$ cat src/rtl/alu_hazard_ctrl.sv
// Hazard and forwarding controller for the 5-stage pipeline: tracks EX/MEM/WB
// destinations, detects load-use stalls, raises redirect flushes and registers ALU operand selects.
module alu_hazard_ctrl #(
    parameter int CNT_W = 16
) (
    input  logic             clk,
    input  logic             rst,
    input  logic             id_valid,
    input  logic [5:0]       id_opcode,
    input  logic [5:0]       id_func,
    input  logic [4:0]       id_rs,
    input  logic [4:0]       id_rt,
    input  logic [4:0]       id_rd,
    input  logic             ex_redirect,
    output logic             stall,
    output logic             flush,
    output logic [1:0]       fwd_a,
    output logic [1:0]       fwd_b,
    output logic [CNT_W-1:0] stall_cnt,
    output logic [CNT_W-1:0] flush_cnt
);

    typedef struct packed {
        logic       valid;
        logic       wr;
        logic       ld;
        logic [4:0] dst;
    } slot_t;

    typedef enum logic [1:0] {
        RUN   = 2'd0,
        STALL = 2'd1,
        FLUSH = 2'd2
    } state_t;

    localparam logic [5:0] OP_RTYPE = 6'b000000;
    localparam logic [5:0] OP_J     = 6'b000010;
    localparam logic [5:0] OP_JAL   = 6'b000011;
    localparam logic [5:0] OP_BEQ   = 6'b000100;
    localparam logic [5:0] OP_BNE   = 6'b000101;
    localparam logic [5:0] OP_ADDI  = 6'b001000;
    localparam logic [5:0] OP_ADDIU = 6'b001001;
    localparam logic [5:0] OP_ANDI  = 6'b001100;
    localparam logic [5:0] OP_ORI   = 6'b001101;
    localparam logic [5:0] OP_XORI  = 6'b001110;
    localparam logic [5:0] OP_LW    = 6'b100011;
    localparam logic [5:0] OP_SW    = 6'b101011;
    localparam logic [5:0] FN_SLL   = 6'b000000;
    localparam logic [5:0] FN_SRL   = 6'b000010;
    localparam logic [5:0] FN_SRA   = 6'b000011;
    localparam logic [5:0] FN_JR    = 6'b001000;

    localparam logic [CNT_W-1:0] CNT_MAX = {CNT_W{1'b1}};
    localparam logic [CNT_W-1:0] CNT_ONE = {{(CNT_W-1){1'b0}}, 1'b1};

    // Youngest writer (EX slot, next cycle's MEM) wins over the older MEM slot.
    function automatic logic [1:0] fwd_sel(input logic [4:0] src, input logic used,
                                           input slot_t ex_s, input slot_t mem_s);
        logic [1:0] sel;
        sel = 2'b00;
        if (used && ex_s.valid && ex_s.wr && (ex_s.dst == src)) begin
            sel = 2'b01;
        end else if (used && mem_s.valid && mem_s.wr && (mem_s.dst == src)) begin
            sel = 2'b10;
        end else begin
            sel = 2'b00;
        end
        return sel;
    endfunction

    slot_t      ex_q, mem_q, wb_q;
    slot_t      ex_d;
    state_t     state_q, state_d;
    logic [1:0] fwd_a_q, fwd_b_q, fwd_a_d, fwd_b_d;
    logic [CNT_W-1:0] stall_cnt_q, flush_cnt_q, stall_cnt_d, flush_cnt_d;

    logic       dec_wr_s, dec_ld_s, use_rs_s, use_rt_s;
    logic [4:0] dec_dst_s;
    logic       hazard_s, issue_s;

    // Decode destination and source usage of the ID instruction.
    always_comb begin
        dec_wr_s  = 1'b0;
        dec_ld_s  = 1'b0;
        dec_dst_s = 5'd0;
        use_rs_s  = 1'b1;
        use_rt_s  = 1'b0;
        case (id_opcode)
            OP_RTYPE: begin
                use_rt_s = 1'b1;
                if (id_func != FN_JR) begin
                    dec_wr_s  = 1'b1;
                    dec_dst_s = id_rd;
                end else begin
                    dec_wr_s = 1'b0;
                end
                if ((id_func == FN_SLL) || (id_func == FN_SRL) || (id_func == FN_SRA)) begin
                    use_rs_s = 1'b0;
                end else begin
                    use_rs_s = 1'b1;
                end
            end
            OP_ADDI, OP_ADDIU, OP_ANDI, OP_ORI, OP_XORI: begin
                dec_wr_s  = 1'b1;
                dec_dst_s = id_rt;
            end
            OP_LW: begin
                dec_wr_s  = 1'b1;
                dec_ld_s  = 1'b1;
                dec_dst_s = id_rt;
            end
            OP_JAL: begin
                dec_wr_s  = 1'b1;
                dec_dst_s = 5'd31;
                use_rs_s  = 1'b0;
            end
            OP_J: begin
                use_rs_s = 1'b0;
            end
            OP_BEQ, OP_BNE, OP_SW: begin
                use_rt_s = 1'b1;
            end
            default: begin
                dec_wr_s = 1'b0;
            end
        endcase
        if (dec_dst_s == 5'd0) begin
            dec_wr_s = 1'b0;
        end else begin
            dec_wr_s = dec_wr_s;
        end
    end

    // Load-use detection against the EX slot; redirect outranks the stall.
    always_comb begin
        hazard_s = id_valid && ex_q.valid && ex_q.ld && ex_q.wr &&
                   ((use_rs_s && (ex_q.dst == id_rs)) || (use_rt_s && (ex_q.dst == id_rt)));
        flush    = ex_redirect;
        stall    = hazard_s && !ex_redirect;
        issue_s  = id_valid && !stall && !flush;
    end

    // Next scoreboard EX entry, forwarding selects and saturating counters.
    always_comb begin
        ex_d        = '0;
        fwd_a_d     = 2'b00;
        fwd_b_d     = 2'b00;
        stall_cnt_d = stall_cnt_q;
        flush_cnt_d = flush_cnt_q;
        if (issue_s) begin
            ex_d.valid = 1'b1;
            ex_d.wr    = dec_wr_s;
            ex_d.ld    = dec_ld_s;
            ex_d.dst   = dec_dst_s;
            fwd_a_d    = fwd_sel(id_rs, use_rs_s, ex_q, mem_q);
            fwd_b_d    = fwd_sel(id_rt, use_rt_s, ex_q, mem_q);
        end else begin
            ex_d = '0;
        end
        if (stall && (stall_cnt_q != CNT_MAX)) begin
            stall_cnt_d = stall_cnt_q + CNT_ONE;
        end else begin
            stall_cnt_d = stall_cnt_q;
        end
        if (flush && (flush_cnt_q != CNT_MAX)) begin
            flush_cnt_d = flush_cnt_q + CNT_ONE;
        end else begin
            flush_cnt_d = flush_cnt_q;
        end
    end

    // FSM next state; informational only, outputs do not depend on it.
    always_comb begin
        state_d = state_q;
        case (state_q)
            RUN: begin
                if (ex_redirect) begin
                    state_d = FLUSH;
                end else if (hazard_s) begin
                    state_d = STALL;
                end else begin
                    state_d = RUN;
                end
            end
            STALL, FLUSH: begin
                if (ex_redirect) begin
                    state_d = FLUSH;
                end else begin
                    state_d = RUN;
                end
            end
            default: begin
                state_d = RUN;
            end
        endcase
    end

    // State registers: scoreboard shift, selects, counters and FSM.
    always_ff @(posedge clk or posedge rst) begin
        if (rst) begin
            ex_q        <= '0;
            mem_q       <= '0;
            wb_q        <= '0;
            fwd_a_q     <= 2'b00;
            fwd_b_q     <= 2'b00;
            stall_cnt_q <= '0;
            flush_cnt_q <= '0;
            state_q     <= RUN;
        end else begin
            ex_q        <= ex_d;
            mem_q       <= ex_q;
            wb_q        <= mem_q;
            fwd_a_q     <= fwd_a_d;
            fwd_b_q     <= fwd_b_d;
            stall_cnt_q <= stall_cnt_d;
            flush_cnt_q <= flush_cnt_d;
            state_q     <= state_d;
        end
    end

    assign fwd_a     = fwd_a_q;
    assign fwd_b     = fwd_b_q;
    assign stall_cnt = stall_cnt_q;
    assign flush_cnt = flush_cnt_q;

endmodule

$ cat config.mk
export PLATFORM = sky130hd
export DESIGN_NAME = alu_hazard_ctrl
export DESIGN_NICKNAME = d
export VERILOG_FILES = /design/src/rtl/alu_hazard_ctrl.sv
export SDC_FILE = /design/constraint.sdc
export NUM_CORES = 1
export LEC_CHECK = 0
export CAP_MARGIN = 20
export CORE_MARGIN = 5
export CORE_UTILIZATION = 52
export DETAILED_ROUTE_END_ITERATION = 12
export GPL_TIMING_DRIVEN = 0
export PLACE_DENSITY_LB_ADDON = 0.05
export REMOVE_ABC_BUFFERS = 1
export SYNTH_ARGS = -nofsm -noshare
export SYNTH_HDL_FRONTEND = slang
export SYNTH_SLANG_ARGS = --single-unit
$ cat constraint.sdc
create_clock -name clk -period 4.4 [get_ports clk]
set_input_delay 0.66 -clock clk [delete_from_list [all_inputs] [get_ports clk]]
set_output_delay 0.66 -clock clk [all_outputs]
set_load 0.02 [all_outputs]
==> key figures <==
Route
  – # DRC: 0
  – WL final: 5590 um
  – Vias per cell: 5.36
  – Number of DRC markers in iteration 0: 116
  – Vias: 2033
  – Post-route ant nets: 0
  – WL per Instance: 14.7 um
  – Initial DRT Pass Iterations: 4

Place
  – PortBufs: 68
  – Final HPWL DP: 4270 um
  – Setup slack at placement: 667 ps
  – Cells after DPL: 372
  – Gpl congestion: 0.862

Power
  – Tot Pwr: 1090 uW
  – Leak pwr: 0.00137 uW
  – Max IR drop VDD: 0.361 mV
  – Pwr/cell area: 320 nW/um^2

Clock tree
  – Clk root buf: clkbuf_8
  – CTS clock-pin slew for the worst setup and hold paths: 90 ps
  – Later-pin clock latency in the skew report: 300 ps
  – CTS tree: done
  – Post-CTS Resized: 0
  – H-tree depth: 2
  – Max clock buf depth: 2
  – Post-CTS setup buffer count: 0
  – Clk sink count: 51
  – Hold buffer count at cts: 0
  – CTS buffer count: 5

Yosys
  – Post-Syn Instances: 240
  – #FFs+latches synth: 51
  – Post-synthesis cell area: 2540 sq um
  – Post-synth EDFFs: 0
  – FFs w/ async S/R, synth: 100%
  – Synth cell types: 42
  – Avg Cell Area, Syn: 10.6 sq um
  – Synthesis Warnings: 0
  – Synth Flop Type: dfrtp_1
  – Register area share after synthesis: 50.3%

Worst setup path
  – Crit start category: input port
  – Crit-path cells: clkdlybuf4s50_1 > nor3_1 > a2bb2oi_1 > or3_1 > or2_2 > a21oi_1 > clkdlybuf4s50_1
  – Worst R2R Setup Slack: 2120 ps
  – Critical path origin: id_opcode[1]
  – Slowest-stage cell, CP: clkdlybuf4s50_1
  – Reg2reg end: flush_cnt[9]$_DFFE_PP0P_
  – Worst reg2reg path depth: 6
  – CP peak stage delay: 630 ps
  – CP Capture Point: stall
  – Req. time, crit path: 3740 ps
  – WS Path Type: in -> out
  – Worst Path Max Fanout: 5
  – Crit path arrival time: 3120 ps
  – CP Capture Type: output port
  – Cell mode on critical path: clkdlybuf4s50_1
  – Reg2reg start: flush_cnt[4]$_DFFE_PP0P_

Finish
  – Layout area overhead: 33.9%
  – FILL cells: 377
  – Most common cell after layout, fill and taps aside: clkdlybuf4s50_1
  – Layout Nets: 345
  – FF+latch area: 1280 sq um
  – Antenna cells: 0
  – Area of the multi-input gates: 1200 sq um
  – Most frequent cells in the layout: clkdlybuf4s50_1 (68), dfrtp_1 (51), xnor2_1 (32)
  – Final core utilization: 71.9%
  – Share of cells above drive strength 1: 5.77%
  – Final Instance Count excl. Fillers: 379

Hold path
  – Hold crit path type: reg -> reg

STA
  – Hold Fails Final Rpt: 0
  – Final Skew: 8.64 ps
  – RSZ-0062 raised after global routing: no
  – Worst-Margin Slew: 721 ps
  – Setup TNS: 0 ps
  – Slew HR: 51.6%
  – Period utilisation layout: 85.9%
  – Highest clock rate: 0.265 GHz
  – PnR worst setup slack: 621 ps
  – Final Critical Period: 3780 ps
  – Setup-failing EPs final: 0
  – Final Max Tran Viols: 0

Floorplan
  – Core Region: 4720 sq um
  – Initial Utilization: 53.7%
  – IO Count: 69
  – Chip width: 79.9 um
  – Die H: 79.9 um
  – Row count: 25
  – DIE AREA: 6380 sq um

Run status
  – Status: completed

Global routing
  – First-pass GRT wire length: 9130 um
  – Total GRT Usage: 18.5%
  – Gr ovfl total: 0
  – Pin count of the biggest net entering global routing: 38
  – Initial antenna violation count: 0
  – Vias in the first global route: 1989

Run
  – Max-cap violations: 0
through the flow:
step | hold slack, ps | area (sq um)
floorplan | 374 | 2510
global placement | 381 | 3280
detailed placement | 384 | 3300
CTS | 414 | 3400
global route | 427 | 3400
finish | 415 | 3400
report_power, final:
| part | switching [uW] | internal [uW] | total [uW] |
|---|---|---|---|
| Sequential | 43.5 | 501 | 545 |
| Combinational | 109 | 120 | 229 |
| Clock | 147 | 167 | 314 |
| Total | 300 | 788 | 1090 |
area by class of cell:
| cell class | instances | area share (%) |
|---|---|---|
| sequential | 51 | 37.6 |
| clock buffer | 6 | 2.14 |
| multi-input combinational | 176 | 35.3 |
| timing repair buffer | 69 | 20.6 |
| inverter | 9 | 0.994 |
| clock inverter | 1 | 0.884 |
| tap | 67 | 2.47 |
layer usage:
metal | track usage, % | wire, um | part of all wire (%) | up-vias
met5 | 0 | 0 | 0 | -
met4 | 7.43 | 71 | 1.3 | 0
met3 | 4.18 | 326 | 5.8 | 6
met2 | 31.1 | 2810 | 50 | 60
met1 | 22.9 | 2380 | 43 | 970
li1 | - | - | - | 997
how the worst min path moves through the flow:
stage                     cells past startpoint                 end               from  slack [ps]
after floorplan                               0  mem_q[6]$_DFF_PP0_  ex_q[6]$_DFF_PP0_         370
after global placement                        0  mem_q[6]$_DFF_PP0_  ex_q[6]$_DFF_PP0_         380
after detailed placement                      0  mem_q[6]$_DFF_PP0_  ex_q[6]$_DFF_PP0_         380
after CTS                                     0  mem_q[6]$_DFF_PP0_  ex_q[6]$_DFF_PP0_         410
after global routing                          0  mem_q[6]$_DFF_PP0_  ex_q[6]$_DFF_PP0_         430
final                                         0  mem_q[6]$_DFF_PP0_  ex_q[6]$_DFF_PP0_         410
cell families (layout without fill, tap and decap cells):
family	after synthesis	count (layout)	share of synthesized area, %
AND/OR/NAND/NOR	97	97	19.9
XOR/XNOR	48	48	16.6
adder cells (fa/ha/maj)	2	2	0.986
multiplexers	2	2	0.887
buffers and inverters	13	85	2.41
AO/OA/AOI/OAI	27	27	8.97
flip-flops	51	51	50.3
sequential cells by signal, summed over array words and instances (netlist names):
| signal | count |
|---|---|
| ex_q | 8 |
| flush_cnt | 16 |
| fwd_a | 2 |
| fwd_b | 2 |
| mem_q | 7 |
| stall_cnt | 16 |
Yosys cell counts (2+ instances only):
cell type | count | area share (%)
or3_1 | 2 | 0.49
and4_1 | 3 | 1.0
ha_1 | 2 | 0.99
nand2_1 | 19 | 2.8
nor3_1 | 12 | 2.4
a21oi_1 | 6 | 1.2
mux2_2 | 2 | 0.89
a41oi_1 | 2 | 0.69
a31oi_1 | 4 | 0.99
nor2_1 | 19 | 2.8
xor2_1 | 16 | 5.5
and3_1 | 4 | 0.99
nor3b_1 | 2 | 0.59
nor4_1 | 3 | 0.74
nand4_1 | 10 | 2.5
nand3b_1 | 2 | 0.59
inv_1 | 9 | 1.3
nand2b_1 | 2 | 0.49
nand3_1 | 14 | 2.8
xnor2_1 | 32 | 11
dfrtp_1 | 51 | 50
a221oi_1 | 4 | 1.4
worst max-delay path: cells and delay by family:
kind	cells	cell delay, ps
AOI/OAI and AO/OA	2	330
buffers and inverters	2	1130
and+or+nand+nor	3	1000
Note: power is estimated with default switching activity, not from simulation.
